## config.mk

```make
export PLATFORM = sky130hd
export DESIGN_NAME = serial_add_sub
export DESIGN_NICKNAME = d
export VERILOG_FILES = /design/src/rtl/add_sub_pkg.sv /design/src/rtl/digit_adder.sv /design/src/rtl/full_adder.sv /design/src/rtl/serial_add_sub.sv
export SDC_FILE = /design/constraint.sdc
export NUM_CORES = 1
export LEC_CHECK = 0
export BUFFER_PORTS_ARGS = -buffer_cell sky130_fd_sc_hd__buf_2
export CAP_MARGIN = 20
export CORE_MARGIN = 5
export CORE_UTILIZATION = 34
export DETAILED_ROUTE_END_ITERATION = 10
export SLEW_MARGIN = 20
export SYNTH_ARGS = -nofsm -noshare
export SYNTH_HDL_FRONTEND = slang
export SYNTH_HIERARCHICAL = 1
export SYNTH_SLANG_ARGS = --single-unit
```

## constraint.sdc

```tcl
create_clock -name i_clk -period 2.9 [get_ports i_clk]
set_input_delay 0.58 -clock i_clk [delete_from_list [all_inputs] [get_ports i_clk]]
set_output_delay 0.58 -clock i_clk [all_outputs]
set_load 0.1 [all_outputs]
```

## src/rtl/add_sub_pkg.sv

```systemverilog
// Shared definitions for the digit-serial adder/subtractor.
//   state_t  : controller states (IDLE, CALC)
//   MODE_*   : encodings of the i_sub mode input
//   clog2    : ceiling log2, used to size the digit counter
package add_sub_pkg;

  typedef enum logic {
    IDLE = 1'b0,
    CALC = 1'b1
  } state_t;

  localparam logic MODE_ADD = 1'b0;
  localparam logic MODE_SUB = 1'b1;

  function automatic int clog2(input int v);
    int r;
    r = 0;
    for (int x = v - 1; x > 0; x = x >> 1) r++;
    return r;
  endfunction

endpackage

```

## src/rtl/digit_adder.sv

```systemverilog
// Combinational DIGIT-bit ripple adder built from full_adder cells.
//   a, b  : digit operands
//   cin   : carry into bit 0
//   sum   : digit sum
//   cout  : carry out of the top bit
//   cmsb  : carry into the top bit (the top bit is the word MSB on the
//           last digit, so this feeds the overflow flag)
module digit_adder #(
  parameter int DIGIT = 2
) (
  input  logic [DIGIT-1:0] a,
  input  logic [DIGIT-1:0] b,
  input  logic             cin,
  output logic [DIGIT-1:0] sum,
  output logic             cout,
  output logic             cmsb
);

  logic [DIGIT:0] c;

  assign c[0] = cin;

  for (genvar i = 0; i < DIGIT; i++) begin : g_fa
    full_adder u_fa (
      .a   (a[i]),
      .b   (b[i]),
      .cin (c[i]),
      .sum (sum[i]),
      .cout(c[i+1])
    );
  end

  assign cout = c[DIGIT];
  assign cmsb = c[DIGIT-1];

endmodule

```

## src/rtl/full_adder.sv

```systemverilog
// Single-bit full adder cell.
//   a, b, cin : addend bits and carry in
//   sum, cout : sum bit and carry out
module full_adder (
  input  logic a,
  input  logic b,
  input  logic cin,
  output logic sum,
  output logic cout
);

  assign sum  = a ^ b ^ cin;
  assign cout = (a & b) | (cin & (a ^ b));

endmodule

```

## src/rtl/serial_add_sub.sv

```systemverilog
// Digit-serial adder/subtractor. Processes WIDTH-bit operands DIGIT bits
// per clock, LSB digit first, with a registered inter-digit carry.
//   i_clk, i_reset : clock, asynchronous active-high reset
//   i_start        : request; accepted only while o_ready = 1
//   i_sub          : 0 = a + b, 1 = a - b (sampled on accept)
//   i_a, i_b       : operands (sampled on accept)
//   o_ready        : idle, can accept i_start
//   o_done         : one-cycle pulse when results update
//   o_result       : sum/difference modulo 2^WIDTH
//   o_carry        : final carry (subtract: 1 = no borrow)
//   o_overflow     : two's-complement overflow
module serial_add_sub
  import add_sub_pkg::*;
#(
  parameter int WIDTH = 8,
  parameter int DIGIT = 2
) (
  input  logic             i_clk,
  input  logic             i_reset,
  input  logic             i_start,
  input  logic             i_sub,
  input  logic [WIDTH-1:0] i_a,
  input  logic [WIDTH-1:0] i_b,
  output logic             o_ready,
  output logic             o_done,
  output logic [WIDTH-1:0] o_result,
  output logic             o_carry,
  output logic             o_overflow
);

  localparam int N  = WIDTH / DIGIT;
  localparam int CW = (clog2(N) < 1) ? 1 : clog2(N);

  if (DIGIT < 1 || (WIDTH % DIGIT) != 0) begin : g_bad_digit
    $error("serial_add_sub: WIDTH must be a multiple of DIGIT");
  end

  state_t state, state_nxt;

  // Operands and partial result viewed as N digits so the active digit is
  // selected directly by the counter.
  logic [N-1:0][DIGIT-1:0] op_a, op_b, part, part_nxt;
  logic                    carry_q;
  logic [CW-1:0]           cnt;
  logic                    last;

  logic [DIGIT-1:0]        dsum;
  logic                    dcout, dcmsb;

  assign last    = (cnt == CW'(N - 1));
  assign o_ready = (state == IDLE);

  digit_adder #(.DIGIT(DIGIT)) u_digit (
    .a   (op_a[cnt]),
    .b   (op_b[cnt]),
    .cin (carry_q),
    .sum (dsum),
    .cout(dcout),
    .cmsb(dcmsb)
  );

  // Partial result with the current digit merged in; on the last digit this
  // is the complete result.
  always_comb begin
    part_nxt      = part;
    part_nxt[cnt] = dsum;
  end

  always_ff @(posedge i_clk or posedge i_reset) begin
    if (i_reset) state <= IDLE;
    else         state <= state_nxt;
  end

  always_comb begin
    state_nxt = state;
    case (state)
      IDLE:    if (i_start) state_nxt = CALC;
      CALC:    if (last)    state_nxt = IDLE;
      default: state_nxt = IDLE;
    endcase
  end

  always_ff @(posedge i_clk or posedge i_reset) begin
    if (i_reset) begin
      op_a       <= '0;
      op_b       <= '0;
      part       <= '0;
      carry_q    <= 1'b0;
      cnt        <= '0;
      o_done     <= 1'b0;
      o_result   <= '0;
      o_carry    <= 1'b0;
      o_overflow <= 1'b0;
    end else begin
      o_done <= 1'b0;
      case (state)
        IDLE: begin
          if (i_start) begin
            // Subtract as a + ~b + 1: invert b here, inject the +1 as the
            // initial carry.
            op_a    <= i_a;
            op_b    <= (i_sub == MODE_SUB) ? ~i_b : i_b;
            carry_q <= (i_sub == MODE_SUB);
            cnt     <= '0;
            part    <= '0;
          end
        end
        CALC: begin
          part    <= part_nxt;
          carry_q <= dcout;
          cnt     <= last ? '0 : cnt + 1'b1;
          if (last) begin
            o_result   <= part_nxt;
            o_carry    <= dcout;
            o_overflow <= dcmsb ^ dcout;
            o_done     <= 1'b1;
          end
        end
        default: ;
      endcase
    end
  end

endmodule
```

==> Yosys cells after proc, flatten, opt, wreduce, memory -nomap -nowiden <==
Index checks and enable logic that the tools add are counted.
{ "op_classes": {"addsub": 1, "order_cmp": 2, "eq_ne": 2, "n_mux": 20, "bitwise_logic": 13, "reduce_logical": 3} }
{ "op_table": {"columns": ["op", "n"], "rows": [
  ["8-bit 2-to-1 mux", 2],
  ["8-bit case mux with 2 select lines", 1],
  ["2-bit 2-to-1 mux", 5],
  ["2-bit binary-select mux with 2-bit select", 2],
  ["8-bit bitwise mux", 1],
  ["8-bit inverter", 1],
  ["1-bit 2-to-1 mux", 5],
  ["1-bit bitwise XOR", 5],
  ["1-bit bitwise AND", 4],
  ["2-bit demux with 2-bit select", 1],
  ["1-bit case mux with 2 select lines", 2],
  ["2-bit case mux with 2 select lines", 1],
  ["2-bit AND reduction", 2],
  ["2-bit by 3-bit less-than comparator with 1-bit output (second input constant)", 1],
  ["2-bit by 1-bit adder with 2-bit output (second input constant)", 1],
  ["2-bit == test (second input constant)", 1],
  ["2-bit by 1-bit greater-or-equal comparator with 1-bit output (second input constant)", 1],
  ["2-bit inequality test (second input constant)", 1],
  ["1-bit bitwise OR", 2],
  ["1-bit logical AND", 1],
  ["1-bit inverter", 1]
]} }
{ "word_totals": {"ff_bits": 39, "input_bits": 20, "out_inout_bits": 12, "elab_cells": 60} }

==> Longest topological paths before layout <==
Gate-level depths: netlist of run 1.
{ "depth": {"depth_word": 8, "depth_mapped": 6, "depth_no_buf": 5} }

==> By module <==
Netlist of run 1, hierarchy kept.
{ "modules_own_cells": {"columns": ["module", "instances", "cells_each", "area_per_inst_um2", "seq_area_each_um2"], "rows": [
  ["serial_add_sub", 1, 136, 1911.8, 975.9],
  ["full_adder", 2, 1, 20.0, 0.0]
]} }

==> Worst setup path before layout of run 1 <==
Ideal clock, no wire load.
{ "synth_timing": {"path_type": "register -> register", "start": "register cnt[0]", "end": "register part[7] (netlist bit)", "setup_ps": 155, "arrival_ps": 2372, "t_required_ps": 2745, "path_slack_ps": 373, "path_stages_with_launch": 7, "n_path_buf": 1, "synth_period_minus_slack_ps": 2527, "cell_sequence": "dfrtp_1 > buf_2 > mux4_2 > fa_1 > fa_1 > mux2i_1 > o2bb2ai_1"} }
{ "synth_via": {"elab_chain_cells": 8, "word_cells_on_any_way": 17, "cone_classes": "order compare: 2; mux: 8; bitwise: 6; reduce/logical: 1"} }
{ "synth_lines": {"columns": ["item", "line_no", "text"], "rows": [
  ["start, declared", "serial_add_sub.sv:44", "logic [CW-1:0] cnt;"],
  ["start signal, assigned", "serial_add_sub.sv:111", "cnt <= last ? '0 : cnt + 1'b1;"],
  ["2-bit binary-select mux with 2-bit select, on equally long branches", "serial_add_sub.sv:54, serial_add_sub.sv:55", null],
  ["2-bit 2-to-1 mux, on equally long branches", "serial_add_sub.sv:54, serial_add_sub.sv:55", null],
  ["1-bit bitwise XOR", "full_adder.sv:13", "assign cout = (a & b) | (cin & (a ^ b));"],
  ["1-bit bitwise AND", "full_adder.sv:13", null],
  ["1-bit bitwise OR *", "full_adder.sv:13", null],
  ["net dcmsb", "serial_add_sub.sv:48", "logic dcout, dcmsb;"],
  ["1-bit bitwise XOR *", "full_adder.sv:12", "assign sum = a ^ b ^ cin;"],
  ["net dsum[1]", "serial_add_sub.sv:47", "logic [DIGIT-1:0] dsum;"],
  ["8-bit bitwise mux *", "serial_add_sub.sv:66", "part_nxt[cnt] = dsum;"],
  ["8-bit case mux with 2 select lines *", "serial_add_sub.sv:96", "case (state)"],
  ["end signal, assigned", "serial_add_sub.sv:109", "part <= part_nxt;"],
  ["end, declared", "serial_add_sub.sv:42", "logic [N-1:0][DIGIT-1:0] op_a, op_b, part, part_nxt;"]
]} }
The timed path passes the listed nets; every way through them passes the cells marked *. The select of a mux whose other input is x is not followed.
A chain may end at the register's enable or synchronous reset.

==> Worst setup path in the final report of run 1 <==
Ends and elaborated chain as after synthesis.

==> impl_metrics.ini, run 1 <==
[run_status]
outcome = finished clean

[clock_tree]
clk_pin_slew_ps = 80
cts_sinks = 39
cts_resized = 0
clock-root-buffer = clkbuf_8
htreeDepth = 2
cts_tree = done
cts_made_buffers = 5
clock_path_buffers = 2
cts_setup_buffers = 0
hold_buffers = 0
clk_latency_ps = 290

[sta]
setup_viol = 0
min_period_ps = 2500
slew_viol_final = 0
hold_viol = 0
fmax_ghz = 0.399
tns_ps = 0
rsz0062_at_grt = false
slew-limit-headroom = 0.627
fin_skew_ps = 8.69
tightest_slew_ps = 559
fin_crit_sh = 0.863

[logic_synthesis]
ys_seq_area_frac = 0.500
synth_edf_count = 0
synth_xor_area_frac = 0.0404
synthTopCellsByCount = dfrtp_1 (39), a21oi_1 (16), mux2i_1 (12)
netlist_area_um2 = 1950
netlist_instances = 138
yosys.area_share.adder = 0.0526
synth_top_family_by_area = multiplexers
yosysTopAreaCellShare = 0.500
synth.area.top_cells = dfrtp_1 (50%), mux2_4 (6.9%), mux2i_1 (6.2%), mux2_2 (5.2%), mux4_2 (4.6%)
synth.mux.area_fraction = 0.235
synth-simple-area-share = 0.0218
async_reset_ff_frac = 1.00
yosys_warnings = 6
synth_top_cell_by_area = dfrtp_1
yosysMostFrequentCell = dfrtp_1
ys.flop_type = dfrtp_1
yosysUniqueCellTypes = 27
synth_nets = 165
ys_ff_latch = 39
synth_area_per_cell_um2 = 14.1
synth_compound_area_frac = 0.0949

[final_layout]
area_delta_synth_final_pct = 14.7
fin_cells = 242
fin_util = 0.404
antennaDiodeCount = 0
fin_nets = 196
fill_cells = 545
design_area_um2 = 2240
drive_gt1_frac = 0.394

[floorplan]
dieArea_um2 = 7360
io_pins = 32
fp-row-count = 27
die_y_um = 85.8
start_util = 0.352
fp.dieW_um = 85.8
coreArea_um2 = 5540

[critical_path]
cp_max_fo = 7
path_class = flip-flop to flip-flop
cp-start-kind = flip-flop
crit_required_ps = 3110
endpoint_kind = flip-flop
critical_path_arrival_ps = 2720
rr_worst_depth = 5

[routing]
via_per_inst = 4.85
wire_per_inst_um = 15.0
routed_wl_mm = 3.63
post-route-drc-count = 0
drt-pass1-iter-count = 4
drt_iter0_markers = 40
drtAntennaViolNets = 0
num_vias = 1174

[global_routing]
grt_overflow_total = 0
grt_pass1_wl_mm = 6.15
antenna_found_initial = 0
grt_use_total = 0.106
grt_max_degree = 40
grt_pass1_vias = 1263

[placement]
gp_congestion = 0.756
placed_cell_area_um2 = 2130
dpl.hpwl_mm = 2.60
placed_cells = 234
portBuffers = 31

[run]
maxCapViolCount = 0

[hold_path]
holdCritPathClass = input pin to async pin
[cells by family (layout without fill, tap and decap cells)]
group / after synthesis / in the layout
flops: 39 / 39
simple gates: 6 / 6
buf+inv: 14 / 46
xor+xnor: 9 / 9
compound gates: 28 / 28
mux: 35 / 35
fa+ha+maj: 7 / 7
[sequential cells by signal, summed over array words and instances, names as in the netlist]
signal,count
carry_q,1
cnt,2
o_carry,1
o_done,1
o_overflow,1
o_result,8
op_a,8
op_b,8
part,8
state,1
[worst max-delay path: stages, from the launching register on]
cell       delay [ps]
dfrtp_1           410
mux4_2            530
fa_1              490
fa_1              670
mux2i_1           150
o2bb2ai_1         180
[per-layer routing]
metal	up-vias	track usage	wire, um
met4	0	0.0388	38
met2	32	0.162	1660
li1	558	-	-
met5	-	0	0
met1	580	0.144	1750
met3	4	0.0279	177
[worst paths after layout]
check / end / start / slack, ps
max in group asynchronous: carry_q / i_reset / 2160
setup / recovery: part[7] / cnt[0] / 400
setup reg to reg: part[7] / cnt[0] / 400
hold / removal: op_a[3] / i_reset / 400
hold reg to reg: part[2] / part[2] / 490
min in group i_clk: part[2] / part[2] / 490
[stage by stage]
step	setup WS [ps]	hold WS, ps
detailed placement	398	480
finish	397	399
global route	249	425
CTS	401	404
floorplan	373	455
global placement	483	474
[final cells by class]
type / count / area, um2 / area share
inverter: 4 / 15.0 / 0.00671
tap: 72 / 90.1 / 0.0402
timing repair buffer: 34 / 178 / 0.0794
sequential: 39 / 976 / 0.436
multi-input combinational: 85 / 867 / 0.387
clock buffer: 5 / 68.8 / 0.0307
clock inverter: 3 / 43.8 / 0.0196
[cells in the final DEF (no fill, tap or decap)]
cell type and instances:
o31ai_1 2, nor2b_4 1, mux4_2 4, mux2i_1 12, nand2_1 2, ha_1 5, buf_2 31, nor2_1 1
clkinv_2 1, mux2_1 1, o21ai_0 1, mux2_4 9, o2bb2ai_1 1, bufinv_16 1, dfrtp_1 39, inv_1 4
xor2_1 8, clkinv_4 1, mux2_2 9, fa_1 2, a21oi_1 16, buf_4 3, xnor2_1 1, and2_4 1
a22o_1 1, a32o_1 6, clkbuf_8 5, or3b_2 1, o21bai_1 1
Power of run 1 is left out: the tool's default activity adds up to more than one toggle a clock period on the data nets, which glitch-free logic cannot reach.
==> run 2, diff against run 1 <==
Settings changed: ABC_AREA set to 1.
==> run 2 against run 1 <==
Compared with the run above: critical path depth up 5; cell count up 55%; sequential share of layout area down 1.1 points; setup slack better by 110 ps.
==> impl_metrics.ini, run 2 <==
[routing]
num_vias = 1641
post-route-drc-count = 0
drt-pass1-iter-count = 5
drtAntennaViolNets = 0
via_per_inst = 4.39
wire_per_inst_um = 10.9
drt_iter0_markers = 99
routed_wl_mm = 4.10

[floorplan]
coreArea_um2 = 5610
start_util = 0.355
die_y_um = 86.5
dieArea_um2 = 7480
fp.dieW_um = 86.5
fp-row-count = 27
io_pins = 32

[sta]
min_period_ps = 2390
rsz0062_at_grt = false
setup_viol = 0
tightest_slew_ps = 835
fin_skew_ps = 3.66
tns_ps = 0
slew_viol_final = 0
fin_crit_sh = 0.825
slew-limit-headroom = 0.441
hold_viol = 0
fmax_ghz = 0.418

[final_layout]
layout_common_cells = nand2_1 (144), dfrtp_1 (39), inv_1 (36), buf_2 (31), nand3_1 (20)
area_delta_synth_final_pct = 15.4
fin_nets = 328
drive_gt1_frac = 0.149
fill_cells = 628
antennaDiodeCount = 0
layout_commonest_cell = nand2_1
seqCellArea_um2 = 976
multi_input_area_um2 = 817

[logic_synthesis]
synthTopCellsByCount = nand2_1 (144), dfrtp_1 (39), inv_1 (36)
netlist_instances = 269
synth_area_per_cell_um2 = 7.40
synth_top_cell_by_area = dfrtp_1
synth_nets = 296
ys_seq_area_frac = 0.491
synth_edf_count = 0
yosysTopAreaCellShare = 0.491
ys.flop_type = dfrtp_1
yosys_warnings = 6
yosysUniqueCellTypes = 15
synth.area.top_cells = dfrtp_1 (49%), nand2_1 (27%), inv_1 (6.8%), nand3_1 (5.0%), ha_1 (3.1%)
async_reset_ff_frac = 1.00
yosysMostFrequentCell = nand2_1
netlist_area_um2 = 1990
ys_ff_latch = 39

[clock_tree]
clock_path_buffers = 2
cts_setup_buffers = 0
clk_pin_slew_ps = 70
cts_resized = 0
cts_sinks = 39
hold_buffers = 0
clk_latency_ps = 290
htreeDepth = 2
cts_tree = done
clock-root-buffer = clkbuf_8
cts_made_buffers = 5

[critical_path]
endpoint_kind = flip-flop
cp_max_fo = 13
rr_worst_depth = 10
crit_required_ps = 3130
path_class = flip-flop to flip-flop
cp-start-kind = flip-flop
critical_path_arrival_ps = 2620

[global_routing]
grt_pass1_wl_mm = 7.40
grt_pass1_vias = 1608
antenna_found_initial = 0
grt_use_total = 0.125
grt_max_degree = 40
grt_overflow_total = 0

[hold_path]
holdCritPathClass = input pin to async pin

[run_status]
outcome = finished clean

[placement]
dpl.hpwl_mm = 2.93
portBuffers = 31
gp_congestion = 0.834

[run]
maxCapViolCount = 0
run 2: area by class of cell:
cell class | instances | area share
Sequential cell | 39 | 0.425
Multi-Input combinational cell | 184 | 0.356
Tap cell | 72 | 0.0392
Timing Repair Buffer | 33 | 0.0741
Clock buffer | 8 | 0.0436
Inverter | 38 | 0.0621
run 2: kinds of logic (layout without fill, tap and decap cells):
kind of cell,count (synthesis),in the layout,share of synthesized area
buffers and inverters,46,79,0.0987
AOI/OAI and AO/OA,9,9,0.0245
DFF,39,39,0.491
and+or+nand+nor,168,168,0.335
adders and majority gates,7,7,0.0516
run 2: critical path, cell delays in order (launching register included):
cell	delay, ps
dfrtp_1	530
inv_2	240
nand2_1	70
nand3_1	70
nand2_1	80
fa_1	480
fa_1	600
nand2_1	70
nand2_1	80
nand2_1	50
nand2_1	60
run 2: worst paths after layout:
path	from	end	slack, ps
max	cnt[0]	part[1]	510
min	i_reset	op_a[3]	390
max reg2reg	cnt[0]	part[1]	510
min reg2reg	o_result[6]	o_result[6]	470
max in group asynchronous	i_reset	op_a[4]	2150
min in group i_clk	o_result[6]	o_result[6]	470
run 2: metrics by stage:
stage	std cells	hold WS (ps)	instance area [um2]	setup slack, ps	util
floorplan	269	449	1990	729	-
global placement	366	459	2200	604	0.392
detailed placement	366	462	2200	529	0.392
CTS	374	419	2300	510	0.409
global route	374	452	2300	255	0.409
finish	374	394	2300	507	0.409
run 2: routing by layer:
layer / wire, um / GRT usage / vias up
met5: 0 / 0 / -
met4: 45 / 0.0510 / 0
met3: 252 / 0.0352 / 4
met2: 1790 / 0.185 / 45
met1: 2010 / 0.171 / 730
li1: - / - / 862
Power of run 2 is left out for the same reason.
==> run 3, diff against run 2 <==
Settings changed: ABC_AREA 1 to 0.
Clock period 2.9 ns to 2.3 ns, I/O delays scaled along.
==> run 3 against run 2 <==
Compared with the run above: the flow now finishes with violations (negative setup slack); utilization rose by 0.39 points; routed wire length down 8.7%; sequential share of layout area rose by 0.12 points; critical endpoint is now o_result[7].
==> impl_metrics.ini, run 3 (synthesized netlist as in run 1, its figures left out) <==
[global_routing]
grt_busiest_layer = met2
antenna_found_initial = 0
grt_pass1_wl_mm = 6.52
grt_max_degree = 40
grt_overflow_total = 0
grt_pass1_vias = 1354
grt_use_total = 0.112
use_met3 = 0.0336
use_met1 = 0.145
grt.met2_usage = 0.179

[clock_tree]
clock-root-buffer = clkbuf_8
cts_made_buffers = 5
clk_pin_slew_ps = 80
clk_latency_ps = 280
clock_path_buffers = 2
hold_buffers = 0
cts_sinks = 39
htreeDepth = 2
cts_tree = done

[critical_path]
rr_worst_depth = 5
rrSetupSlack_ps = -20
r2r_end = o_result[7]
critical_path_arrival_ps = 2530
path_class = flip-flop to flip-flop
timing.rr.start = cnt[0]
cp_max_fo = 7
endpoint_kind = flip-flop
crit_required_ps = 2510
cp-start-kind = flip-flop

[sta]
rsz0062_at_grt = true
slew-limit-headroom = 0.621
slew_viol_final = 0
hold_viol = 0
setup_slack_ps = -16.4
tightest_slew_ps = 568
fin_skew_ps = 5.36
min_period_ps = 2320
setup_viol = 3
whs_ps = 279
fin_crit_sh = 1.01
fmax_ghz = 0.432

[floorplan]
fp-row-count = 27
io_pins = 32
fp.dieW_um = 85.8
die_y_um = 85.8
dieArea_um2 = 7360
start_util = 0.352
coreArea_um2 = 5540

[hold_path]
holdCritPathClass = input pin to async pin

[placement]
dpl.hpwl_mm = 2.69
gp_congestion = 0.717
portBuffers = 31

[final_layout]
layout_commonest_cell = dfrtp_1
fill_cells = 543
drive_gt1_frac = 0.429
layout_common_cells = dfrtp_1 (39), buf_2 (31), a21oi_1 (16), mux2i_1 (11)
antennaDiodeCount = 0
area_delta_synth_final_pct = 17.3
fin_nets = 201

[run_status]
outcome = finished, violations left
violations = negative setup slack

[routing]
num_vias = 1213
drt_iter0_markers = 67
via_per_inst = 4.91
drtAntennaViolNets = 0
post-route-drc-count = 0
wire_per_inst_um = 15.1
routed_wl_mm = 3.74
drt-pass1-iter-count = 4

[run]
maxCapViolCount = 0
## run 3: stage by stage
stage                     cells  utilization  setup TNS (ps)  setup slack [ps]  area, um2
final                       247        0.413           -22.8             -16.4       2290
after global routing        247        0.413            -455              -109       2290
after CTS                   246        0.411           -8.27             -6.69       2280
after detailed placement    238        0.390           -14.4             -14.4       2160
after global placement      238        0.390               0              22.8       2160
after floorplan             138            -           -82.4             -42.1       1960
## run 3: worst max-delay path by stage
| stage | from | end | slack (ps) | cells after the start |
|---|---|---|---|---|
| 5_1_grt | cnt[0] | o_result[7] | -110 | 5 |
| 3_5_place_dp | cnt[0] | o_result[7] | -10 | 5 |
| 4_1_cts | cnt[0] | o_result[7] | -7 | 5 |
| 2_1_floorplan | cnt[0] | part[7] | -40 | 6 |
| 3_3_place_gp | cnt[0] | o_result[7] | 20 | 5 |
| 6_report | cnt[0] | o_result[7] | -20 | 5 |
## run 3: layout make-up
| type | instances | area [um2] | share of cell area |
|---|---|---|---|
| tap | 72 | 90.1 | 0.0393 |
| timing repair buffer | 39 | 215 | 0.0940 |
| inverter | 4 | 15.0 | 0.00656 |
| multi-input combinational | 85 | 876 | 0.383 |
| clock buffer | 6 | 82.6 | 0.0361 |
| clock inverter | 2 | 35.0 | 0.0153 |
| sequential | 39 | 976 | 0.426 |
## run 3: layer usage
| layer | share of wire | up-vias |
|---|---|---|
| met5 | 0 | - |
| met4 | 0.021 | 0 |
| met3 | 0.048 | 9 |
| met2 | 0.48 | 30 |
| met1 | 0.45 | 605 |
| li1 | - | 569 |
## run 3: worst max-delay path, stage by stage (launching register included)
cell and delay [ps]:
dfrtp_1 420, mux4_2 540, fa_2 400, fa_2 640
mux2i_2 100, a21oi_1 140
## run 3: timing repair
item	in CTS	in global routing
buffers inserted	0	1
resized for setup	0	1
pin swaps	3	4
setup endpoints to repair	5	7
Power of run 3 is left out for the same reason.
